File: config.mk
export PLATFORM = sky130hd
export DESIGN_NAME = aes_shift_rows_pipe
export DESIGN_NICKNAME = d
export VERILOG_FILES = /design/src/rtl/aes_pkg.sv /design/src/rtl/aes_shift_rows_perm.sv /design/src/rtl/aes_shift_rows_pipe.sv
export SDC_FILE = /design/constraint.sdc
export NUM_CORES = 1
export LEC_CHECK = 0
export BUFFER_PORTS_ARGS = -buffer_cell sky130_fd_sc_hd__buf_2
export CORE_ASPECT_RATIO = 0.8
export CORE_MARGIN = 2
export CORE_UTILIZATION = 41
export DETAILED_ROUTE_END_ITERATION = 10
export GPL_TIMING_DRIVEN = 0
export PLACE_DENSITY = 0.69
export SLEW_MARGIN = 20
export SYNTH_ARGS = -nofsm -noshare
export SYNTH_HDL_FRONTEND = slang
export SYNTH_SLANG_ARGS = --single-unit
export TNS_END_PERCENT = 30
File: constraint.sdc
create_clock -name clk -period 3.3 [get_ports clk]
set_clock_uncertainty 0.2 [all_clocks]
set_input_delay 0.66 -clock clk [delete_from_list [all_inputs] [get_ports clk]]
set_output_delay 0.66 -clock clk [all_outputs]
set_load 0.1 [all_outputs]
File: src/rtl/aes_pkg.sv
// Shared AES ShiftRows helpers: row offsets, FIPS-197 byte positions,
// column-count legality and the skid buffer state encoding.
package aes_pkg;

   typedef enum logic [1:0] {
      BUF_EMPTY = 2'd0,
      BUF_ONE   = 2'd1,
      BUF_FULL  = 2'd2
   } buf_state_e;

   function automatic bit nb_legal(input int nb);
      return (nb == 4) || (nb == 6) || (nb == 8);
   endfunction

   // Rijndael row offsets: 0,1,2,3 for 4/6 columns, 0,1,3,4 for 8 columns.
   function automatic int shift_off(input int nb, input int r);
      if (nb == 8 && r >= 2)
         return r + 1;
      return r;
   endfunction

   // Bit index of the LSB of byte (row r, column c); column 0 sits at the MSB end.
   function automatic int byte_lsb(input int nb, input int r, input int c);
      return 32*nb - 8 - 32*c - 8*r;
   endfunction

endpackage

File: src/rtl/aes_shift_rows_perm.sv
// Combinational ShiftRows / InvShiftRows byte permutation for NB columns.
// Also instantiated by the key-expansion and decrypt paths.
import aes_pkg::*;

module aes_shift_rows_perm #(
   parameter int NB = 4,
   parameter int W  = 32*NB
) (
   input  logic         inv,
   input  logic [W-1:0] din,
   output logic [W-1:0] dout
);

   if (!nb_legal(NB) || W != 32*NB) begin : g_bad_nb
      $error("aes_shift_rows_perm: NB must be 4, 6 or 8 and W must equal 32*NB");
   end

   for (genvar r = 0; r < 4; r++) begin : g_row
      for (genvar c = 0; c < NB; c++) begin : g_col
         // Forward pulls from c+Cr; inverse is the mirror, pulling from c-Cr.
         localparam int SRC_FWD = (c + shift_off(NB, r)) % NB;
         localparam int SRC_INV = (c + NB - shift_off(NB, r)) % NB;
         assign dout[byte_lsb(NB, r, c) +: 8] = inv ? din[byte_lsb(NB, r, SRC_INV) +: 8]
                                                    : din[byte_lsb(NB, r, SRC_FWD) +: 8];
      end
   end

endmodule

File: src/rtl/aes_shift_rows_pipe.sv
// Registered ShiftRows stage with valid/ready flow control via a 2-entry
// skid buffer, per-block direction select and a wrapping output block counter.
//
//   state     | meaning
//   BUF_EMPTY | nothing held; out_valid=0, in_ready=1
//   BUF_ONE   | output register holds a block; out_valid=1, in_ready=1
//   BUF_FULL  | output and skid entry both held; out_valid=1, in_ready=0
import aes_pkg::*;

module aes_shift_rows_pipe #(
   parameter  int NB    = 4,
   parameter  int CNT_W = 16,
   localparam int W     = 32*NB
) (
   input  logic             clk,
   input  logic             rst,
   input  logic             flush,
   input  logic             in_valid,
   output logic             in_ready,
   input  logic             in_inv,
   input  logic [W-1:0]     in_data,
   output logic             out_valid,
   input  logic             out_ready,
   output logic             out_inv,
   output logic [W-1:0]     out_data,
   output logic [CNT_W-1:0] blk_cnt
);

   buf_state_e   state;
   logic [W-1:0] perm_data;
   logic [W-1:0] skid_data;
   logic         skid_inv;
   logic         in_fire;
   logic         out_fire;

   aes_shift_rows_perm #(
      .NB (NB),
      .W  (W)
   ) u_perm (
      .inv  (in_inv),
      .din  (in_data),
      .dout (perm_data)
   );

   // in_ready is decoded from registered state only; rst gates it low while held.
   assign in_ready  = (state != BUF_FULL) && !rst;
   assign out_valid = (state != BUF_EMPTY);
   assign in_fire   = in_valid && in_ready;
   assign out_fire  = out_valid && out_ready;

   always_ff @(posedge clk) begin
      if (rst) begin
         state     <= BUF_EMPTY;
         out_data  <= '0;
         out_inv   <= 1'b0;
         skid_data <= '0;
         skid_inv  <= 1'b0;
         blk_cnt   <= '0;
      end else if (flush) begin
         state     <= BUF_EMPTY;
         out_data  <= '0;
         out_inv   <= 1'b0;
         skid_data <= '0;
         skid_inv  <= 1'b0;
      end else begin
         if (out_fire)
            blk_cnt <= blk_cnt + 1'b1;
         case (state)
            BUF_EMPTY: begin
               if (in_fire) begin
                  out_data <= perm_data;
                  out_inv  <= in_inv;
                  state    <= BUF_ONE;
               end
            end
            BUF_ONE: begin
               case ({in_fire, out_fire})
                  2'b10: begin
                     skid_data <= perm_data;
                     skid_inv  <= in_inv;
                     state     <= BUF_FULL;
                  end
                  2'b01: state <= BUF_EMPTY;
                  2'b11: begin
                     out_data <= perm_data;
                     out_inv  <= in_inv;
                  end
                  default: ;
               endcase
            end
            BUF_FULL: begin
               if (out_fire) begin
                  out_data <= skid_data;
                  out_inv  <= skid_inv;
                  state    <= BUF_ONE;
               end
            end
            default: state <= BUF_EMPTY;
         endcase
      end
   end

endmodule

# ---- Word-level counts from Yosys, hierarchy flattened
# Index checks and enable logic that the tools add are counted.
# Widths: inputs -> output; s select.
dict set report word_totals {
  regBits 276
  input_bits 134
}
dict set report classes {
  bitwise_logic 1
  eq_ne 10
  n_mux 20
  add_sub_neg 1
  n_reduce_logical 12
}
# cell count
set op_table {}
lappend op_table {{$mux 128} 3}
lappend op_table {{$pmux 128 s3} 1}
lappend op_table {{$mux 8} 8}
lappend op_table {{$add 16x1->16 const B} 1}
lappend op_table {{$eq 2x2->1 const B} 3}
lappend op_table {{$ne 2x2->1 const B} 3}
lappend op_table {{$pmux 2 s3} 1}
lappend op_table {{$eq 2x1->1 const B} 2}
lappend op_table {{$mux 2} 2}
lappend op_table {{$pmux 2 s2} 1}
lappend op_table {{$reduce_and 2->1} 2}
lappend op_table {{$reduce_and 4->1} 1}
lappend op_table {{$logic_and 1x1->1} 3}
lappend op_table {{$mux 1} 3}
lappend op_table {{$ne 3x2->1 const B} 1}
lappend op_table {{$pmux 1 s3} 1}
lappend op_table {{$reduce_and 3->1} 1}
lappend op_table {{$reduce_bool 3->1} 1}
lappend op_table {{$logic_not 2->1} 1}
lappend op_table {{$ne 2x1->1 const B} 1}
lappend op_table {{$reduce_bool 2->1} 1}
lappend op_table {{$reduce_or 2->1} 1}
lappend op_table {{$logic_not 1->1} 1}
lappend op_table {{$not 1->1} 1}

# ---- Depth between registers and ports, before layout
# Gate-level depths: netlist (run 1).
dict set report logic_depth {
  depth_word 6
  mapped_depth 9
}

# ---- Hierarchy
# Synthesis (run 1) repeated with hierarchy kept, for this count alone.
dict set report unflattened {
  hier_cells 1522
  hier_area_um2 12275.5
}
# mod area_per_inst_um2 cells_per_inst n_inst
set modules_own_cells {}
lappend modules_own_cells {aes_shift_rows_pipe 10717.8 1387 1}
lappend modules_own_cells {aes_shift_rows_perm 1557.7 135 1}

# ---- Worst setup path before layout (run 1)
# No wires, ideal clock.
dict set report synth_timing {
  kind {input-to-output}
  start {input port rst}
  end {output port in_ready}
  path_stages 3
  setup_slack_ns 0.113
  arrival_time_ns 2.327
  t_required_ns 2.440
  cell_sequence {clkbuf_1 -> buf_1 -> nor2_1}
}
dict set report synth_between {
  elab_chain_cells 2
}
# element line
set synth_lines {}
lappend synth_lines {{start: declaration} aes_shift_rows_pipe.sv:16} ;# input logic rst,
lappend synth_lines {{$logic_not 1->1} aes_shift_rows_pipe.sv:46} ;# assign in_ready = (state != BUF_FULL) && !rst;
lappend synth_lines {{$logic_and 1x1->1} aes_shift_rows_pipe.sv:46}
lappend synth_lines {{end: declaration} aes_shift_rows_pipe.sv:19} ;# output logic in_ready,
# No other way between the ends.

# ---- Worst setup path after layout (run 1)
dict set report layout_timing {
  start {register state[1]}
  end {output port in_ready}
}
dict set report layout_between {
  elab_chain_cells 2
}
# element line
set layout_lines {}
lappend layout_lines {{start: declaration} aes_shift_rows_pipe.sv:29} ;# buf_state_e state;
lappend layout_lines {{start signal: assignment} aes_shift_rows_pipe.sv:53} ;# state <= BUF_EMPTY;
lappend layout_lines {{start signal: assignment} aes_shift_rows_pipe.sv:60} ;# state <= BUF_EMPTY;
lappend layout_lines {{start signal: assignment} aes_shift_rows_pipe.sv:73} ;# state <= BUF_ONE;
lappend layout_lines {{$ne 2x2->1} aes_shift_rows_pipe.sv:46}
lappend layout_lines {{$logic_and 1x1->1} aes_shift_rows_pipe.sv:46}
# No other way between the ends.

==> impl_metrics.toml, run 1 <==
[run_status]
status = "finished clean"

[drt]
dr_wl_met3_mm = 3.07
wl_per_cell_um = 17.8
drt-pass1-iter-count = 5
met1_length_mm = 17.3
drc = 0
vias = 11254
drtIter0Drc = 727
route.top_layer_used = "met5"
vias_per_cell = 5.38
met2_length_mm = 15.8
routed_wl_mm = 37.2
ant_nets = 0

[critical_path]
cp_max_fo = 10
cp-end-kind = "output port"
cp.arrival_ps = 2190
critPathRequiredTime_ps = 2440
start_kind = "flip-flop"
ff2ff_path_depth = 9
critPathKind = "flip-flop to output port"
slowest_delay_ps = 440
cp_slowest_cell = "buf_2"
crit_chain = "clkbuf_2 -> nor2b_1 -> clkbuf_1 -> clkbuf_2 -> nor2_1 -> buf_2"
cpMostUsedCell = "clkbuf_2"

[power]
power_leakage_nw = 5.69
peakVddDrop_v = 0.000372
powerDensity_nw_per_um2 = 553

[placement]
dp.cells = 2039
dpl.hpwl_mm = 27.5
gp_congestion = 0.943
port_buffers = 279

[timing]
fin_crit_sh_pct = 92.4
relSlewSlack_pct = 32.5
rsz0062_at_grt = "false"
final.setup.tns_ps = 0
period_needed_ps = 3050
fmax_mhz = 328
hold_viol_final = 0
setup_viol = 0
drv_slew = 0
tightest_slew_ps = 1010

[synthesis]
synth-seq-cells = 276
synthArstFlopShare_pct = 0
synth.area.top_cells = "dfxtp_1 49%, nand2_1 13%, a21oi_1 6.2%"
synth_top_cells_by_count = "395 x nand2_1, 276 x dfxtp_1, 143 x nor2_1"
synthFlopType = "dfxtp_1"
yosys_warnings = 0
syn-num-nets = 1529
synth_cells = 1394
synth.avg_cell_area_um2 = 8.10
syn-cell-area_um2 = 11300
synth_edf_count = 0
yosysUniqueCellTypes = 34
synth_top_cell_area_share_pct = 48.9
yosysTopAreaCell = "dfxtp_1"
yosysMostFrequentCell = "nand2_1"
seq_area_frac_synth_pct = 48.9

[min_path]
min_path_type = "input pin to flip-flop"
min_path_cells = 3

[cts]
htreeDepth = 1
clock-sinks = 276
numCtsBuffers = 28
root_buffer = "clkbuf_16"
postCtsSetupBuffers = 0
cts_tree = "done"
cts.hold.buffers_added = 0
cts.clk_slew.worst_paths_ps = 70
clkLatencyLatePin_ps = 540
cts_buffer_depth = 3

[global_route]
grt_pass1_vias = 10438
grt_max_degree = 15
grt_pass1_wl_mm = 58.1
grt_util_all_layers_pct = 25.1
antenna_found_initial = 4
grt_overflow = 0

[die]
start_util_pct = 41.6
core_um2 = 27200
dieArea_um2 = 28900
rows = 54
die_y_um = 152
die_w_um = 190
io_pins = 281

[final_layout]
nNetsFinal = 1840
instances_no_fill = 2093
syn_to_final_growth_pct = 25.3
drive_gt1_share_pct = 20.2

[job]
max_cap_violations = 0
==> cells by family after synthesis <==
group                    Yosys count  share of synthesized area (%)
multiplexers                      65                           5.77
flip-flops                       276                           48.9
AND/OR/NAND/NOR                  571                           19.7
AO/OA/AOI/OAI                    344                           20.4
adder cells (fa/ha/maj)            1                          0.111
XOR/XNOR                           7                          0.543
buffers and inverters            130                           4.51
==> worst max-delay path: cells and delay by family, from the launching register on <==
family                 cells  cell delay [ps]
buffers and inverters      4             1040
DFF                        1              300
and+or+nand+nor            2              310
==> what timing repair did <==
item | 4_1_cts | 5_1_grt
endpoints found under the setup margin | 0 | 1
hold endpoints to repair | 0 | 0
resized for setup | 0 | 2
==> where the power goes <==
group	internal (W)	total (W)	leakage, nW	switching (W)
registers	0.00339	0.00341	2.23	0.0000286
clock network	0.00205	0.00341	0.480	0.00136
logic	0.000234	0.000996	2.98	0.000762
total	0.00567	0.00782	5.69	0.00216
==> state kept, by name, indices dropped and copies added, names as in the netlist <==
register   count
out_data     128
skid_inv       1
state          2
out_inv        1
skid_data    128
blk_cnt       16
==> stage by stage <==
| step | hold WS [ps] | instance area [um2] | util [%] | worst slack (ps) | total power, W |
|---|---|---|---|---|---|
| 2_1_floorplan | 237 | 11300 | - | 113 | 0.00417 |
| 3_3_place_gp | 238 | 13100 | 48.4 | 114 | 0.00447 |
| 3_5_place_dp | 242 | 13200 | 48.5 | 77.7 | 0.00448 |
| 4_1_cts | 144 | 14200 | 52.1 | 17.2 | 0.00788 |
| 5_1_grt | 152 | 14200 | 52.1 | 51.8 | 0.00809 |
| 6_report | 164 | 14200 | 52.1 | 252 | 0.00782 |
==> area by class of cell <==
type,instances,area (um2)
Fill cell,2642,13000
Tap cell,364,455
Clock inverter,16,220
Buffer,128,503
Clock buffer,36,772
Timing Repair Buffer,281,1410
Sequential cell,276,5530
Multi-Input combinational cell,988,5260
Antenna cell,2,5.00
Inverter,2,7.51
==> cells in the final DEF (no fill, tap or decap), types with 3 or more instances in the layout <==
cell          n
or4_1         5
a311oi_1     65
o31ai_1       3
nor3_1        3
or3_1         5
bufinv_16     5
o211ai_1     64
buf_1        10
nand2_1     395
clkbuf_16    29
nor2_1      143
nand2b_1      4
o21ai_0       5
a211oi_1     64
a21oi_1     139
clkinvlp_4    3
nand4_1       3
nand3_1       4
xnor2_1       7
dfxtp_1     276
mux2i_1      64
nor2b_1       3
buf_2       296
clkbuf_1    105
clkinv_2      6
==> per-layer routing <==
layer / track usage [%] / up-vias
li1: - / 5460
met1: 36.7 / 5299
met2: 37.2 / 438
met3: 4.97 / 55
met4: 7.60 / 2
met5: 0 / -
==> final timing paths <==
path	slack, ps	start	end
worst max-delay path	250	state[1]$_SDFFE_PP0P_	in_ready
worst min-delay path	160	in_data[125]	skid_data[125]$_SDFFE_PP0P_
worst max register to register	300	state[1]$_SDFFE_PP0P_	out_data[70]$_SDFFE_PP0P_
worst min register to register	250	out_data[113]$_SDFFE_PP0P_	out_data[113]$_SDFFE_PP0P_
Note: power is estimated with default switching activity, not from simulation.
==> run 2, diff against run 1 <==
--- a/config.mk
+++ b/config.mk
@@ -8,10 +8,10 @@
 export BUFFER_PORTS_ARGS = -buffer_cell sky130_fd_sc_hd__buf_2
 export CORE_ASPECT_RATIO = 0.8
 export CORE_MARGIN = 2
-export CORE_UTILIZATION = 41
+export CORE_UTILIZATION = 57
 export DETAILED_ROUTE_END_ITERATION = 10
 export GPL_TIMING_DRIVEN = 0
-export PLACE_DENSITY = 0.69
+export PLACE_DENSITY = 0.9
 export SLEW_MARGIN = 20
 export SYNTH_ARGS = -nofsm -noshare
 export SYNTH_HDL_FRONTEND = slang
==> run 2 against run 1 <==
  * Setup slack lost 12 ps
  * Combinational power hardly changed
  * Via count grew 2.5%
  * Largest cell class unchanged
  * Maximum frequency down 0.39%
  * Flip-flop and latch count unchanged
  * Final area is 1.5% lower
  * Final cell count shrank 5.1%
  * Sequential share of layout area increased by 0.59 points
  * Global-route usage is 6.8 points higher
==> impl_metrics.toml, run 2 (synthesis results as in run 1) <==
[placement]
gp_congestion = 0.965
placed_area_um2 = 13000
dpl.hpwl_mm = 25.6
port_buffers = 279

[cts]
numCtsBuffers = 27
root_buffer = "clkbuf_16"
cts_buffer_depth = 3
htreeDepth = 1
postCtsSetupBuffers = 0
cts.clk_slew.worst_paths_ps = 60
cts_tree = "done"
clock-sinks = 276
clkLatencyLatePin_ps = 530

[timing]
rsz0062_at_grt = "false"
fin_crit_sh_pct = 92.7
fmax_mhz = 327
hold_viol_final = 0
tightest_slew_ps = 812
final.setup.tns_ps = 0
drv_slew = 0
setup_viol = 0
period_needed_ps = 3060
relSlewSlack_pct = 45.9

[final_layout]
final_cell_mix = "395 x nand2_1, 295 x buf_2, 276 x dfxtp_1"
stdcell_area_um2 = 13900
fill_cells = 1559
drive_gt1_share_pct = 19.8
nNetsFinal = 1838
antenna_cells = 0
multi_input_area_um2 = 5260
reg_top3 = "out_data x128, skid_data x128, blk_cnt x16"
syn_to_final_growth_pct = 23.5
regArea_um2 = 5530
final_common_cell = "nand2_1"

[die]
die_y_um = 130
dieArea_um2 = 21000
core_um2 = 19600
start_util_pct = 57.6
io_pins = 281
rows = 46
die_w_um = 161

[critical_path]
cpMostUsedCell = "clkbuf_2"
r2r_start = "state[1]$_SDFFE_PP0P_"
cp_slowest_cell = "buf_2"
ff2ff_path_depth = 9
r2r_end = "out_data[70]$_SDFFE_PP0P_"
cp-end-kind = "output port"
cp_max_fo = 10
start_kind = "flip-flop"
reg2reg_slack_ps = 400
crit_chain = "clkbuf_2 -> nor2b_1 -> clkbuf_1 -> clkbuf_2 -> nor2_1 -> buf_2"
critPathRequiredTime_ps = 2440
cp.arrival_ps = 2200
slowest_delay_ps = 450
critPathKind = "flip-flop to output port"

[power]
power_leakage_nw = 5.66
peakVddDrop_v = 0.000347
powerDensity_nw_per_um2 = 546

[run_status]
status = "finished clean"

[drt]
vias_per_cell = 5.81
wl_per_cell_um = 17.8
drtIter0Drc = 1222
routed_wl_mm = 35.3
ant_nets = 0
drc = 0
drt-pass1-iter-count = 6
vias = 11530

[min_path]
min_path_cells = 3
min_path_type = "input pin to flip-flop"
hold_end = "skid_data[44]$_SDFFE_PP0P_"
min_from = "in_data[108]"

[global_route]
grt_pass1_wl_mm = 54.0
grt_util_all_layers_pct = 31.9
grt_max_degree = 15
antenna_found_initial = 0
grt_overflow = 0
grt_pass1_vias = 10390

[job]
max_cap_violations = 0
[run 2: cell types whose count changed in the layout (fill, tap and decap cells not counted), sizes merged]
| cell | change |
|---|---|
| buf | -1 |
| bufinv | -1 |
| clkbuf | +3 |
| clkinv | -3 |
| clkinvlp | -3 |
| diode | -2 |
[run 2: cell type report]
| cell class | count | share of cell area [%] |
|---|---|---|
| clock inverters | 9 | 1.04 |
| inverters | 2 | 0.0538 |
| clock buffers | 39 | 5.53 |
| well taps | 264 | 2.37 |
| multi-input cells | 988 | 37.7 |
| plain buffers | 128 | 3.61 |
| repair buffers | 280 | 10.1 |
| flip-flops and latches | 276 | 39.6 |
[run 2: stage by stage]
stage	hold slack, ps	std cells	total power (W)	util (%)	worst slack, ps
after global placement	237	1937	0.00445	66.4	254
after floorplan	237	1394	0.00417	-	113
after detailed placement	242	1938	0.00446	66.4	186
after CTS	166	1986	0.00762	71.1	59.0
after global routing	179	1986	0.00781	71.1	143
final	176	1986	0.00761	71.1	240
[run 2: timing repair]
action | 4_1_cts | 5_1_grt
hold buffers | 0 | 0
setup endpoints to repair | 0 | 1
resized for setup | 0 | 2
[run 2: critical path, delay by kind of cell, from the launching register on]
kind,cells,cell delay (ps)
buf+inv,4,1040
simple gates,2,340
flops,1,300
[run 2: worst max path at each step]
stage / startpoint / to / slack (ps) / depth (start not counted)
3_5_place_dp: out_ready / skid_data[107]$_SDFFE_PP0P_ / 190 / 7
2_1_floorplan: rst / in_ready / 110 / 3
3_3_place_gp: out_ready / skid_data[56]$_SDFFE_PP0P_ / 250 / 7
5_1_grt: state[1]$_SDFFE_PP0P_ / in_ready / 140 / 6
4_1_cts: state[1]$_SDFFE_PP0P_ / in_ready / 60 / 6
6_report: state[1]$_SDFFE_PP0P_ / in_ready / 240 / 6
[run 2: where the power goes]
group / total [W] / internal [W] / switching (W)
Combinational: 0.000994 / 0.000234 / 0.000761
Sequential: 0.00342 / 0.00339 / 0.0000296
Clock: 0.00320 / 0.00193 / 0.00128
[run 2: per-layer routing]
layer,share of wire [%],GRT usage [%],wire (um),vias to the layer above
li1,-,-,-,5450
met1,42,44.0,14900,5350
met2,43,49.2,15300,624
met3,10,7.25,3650,106
met4,4.2,12.3,1470,0
met5,0,0,0,-
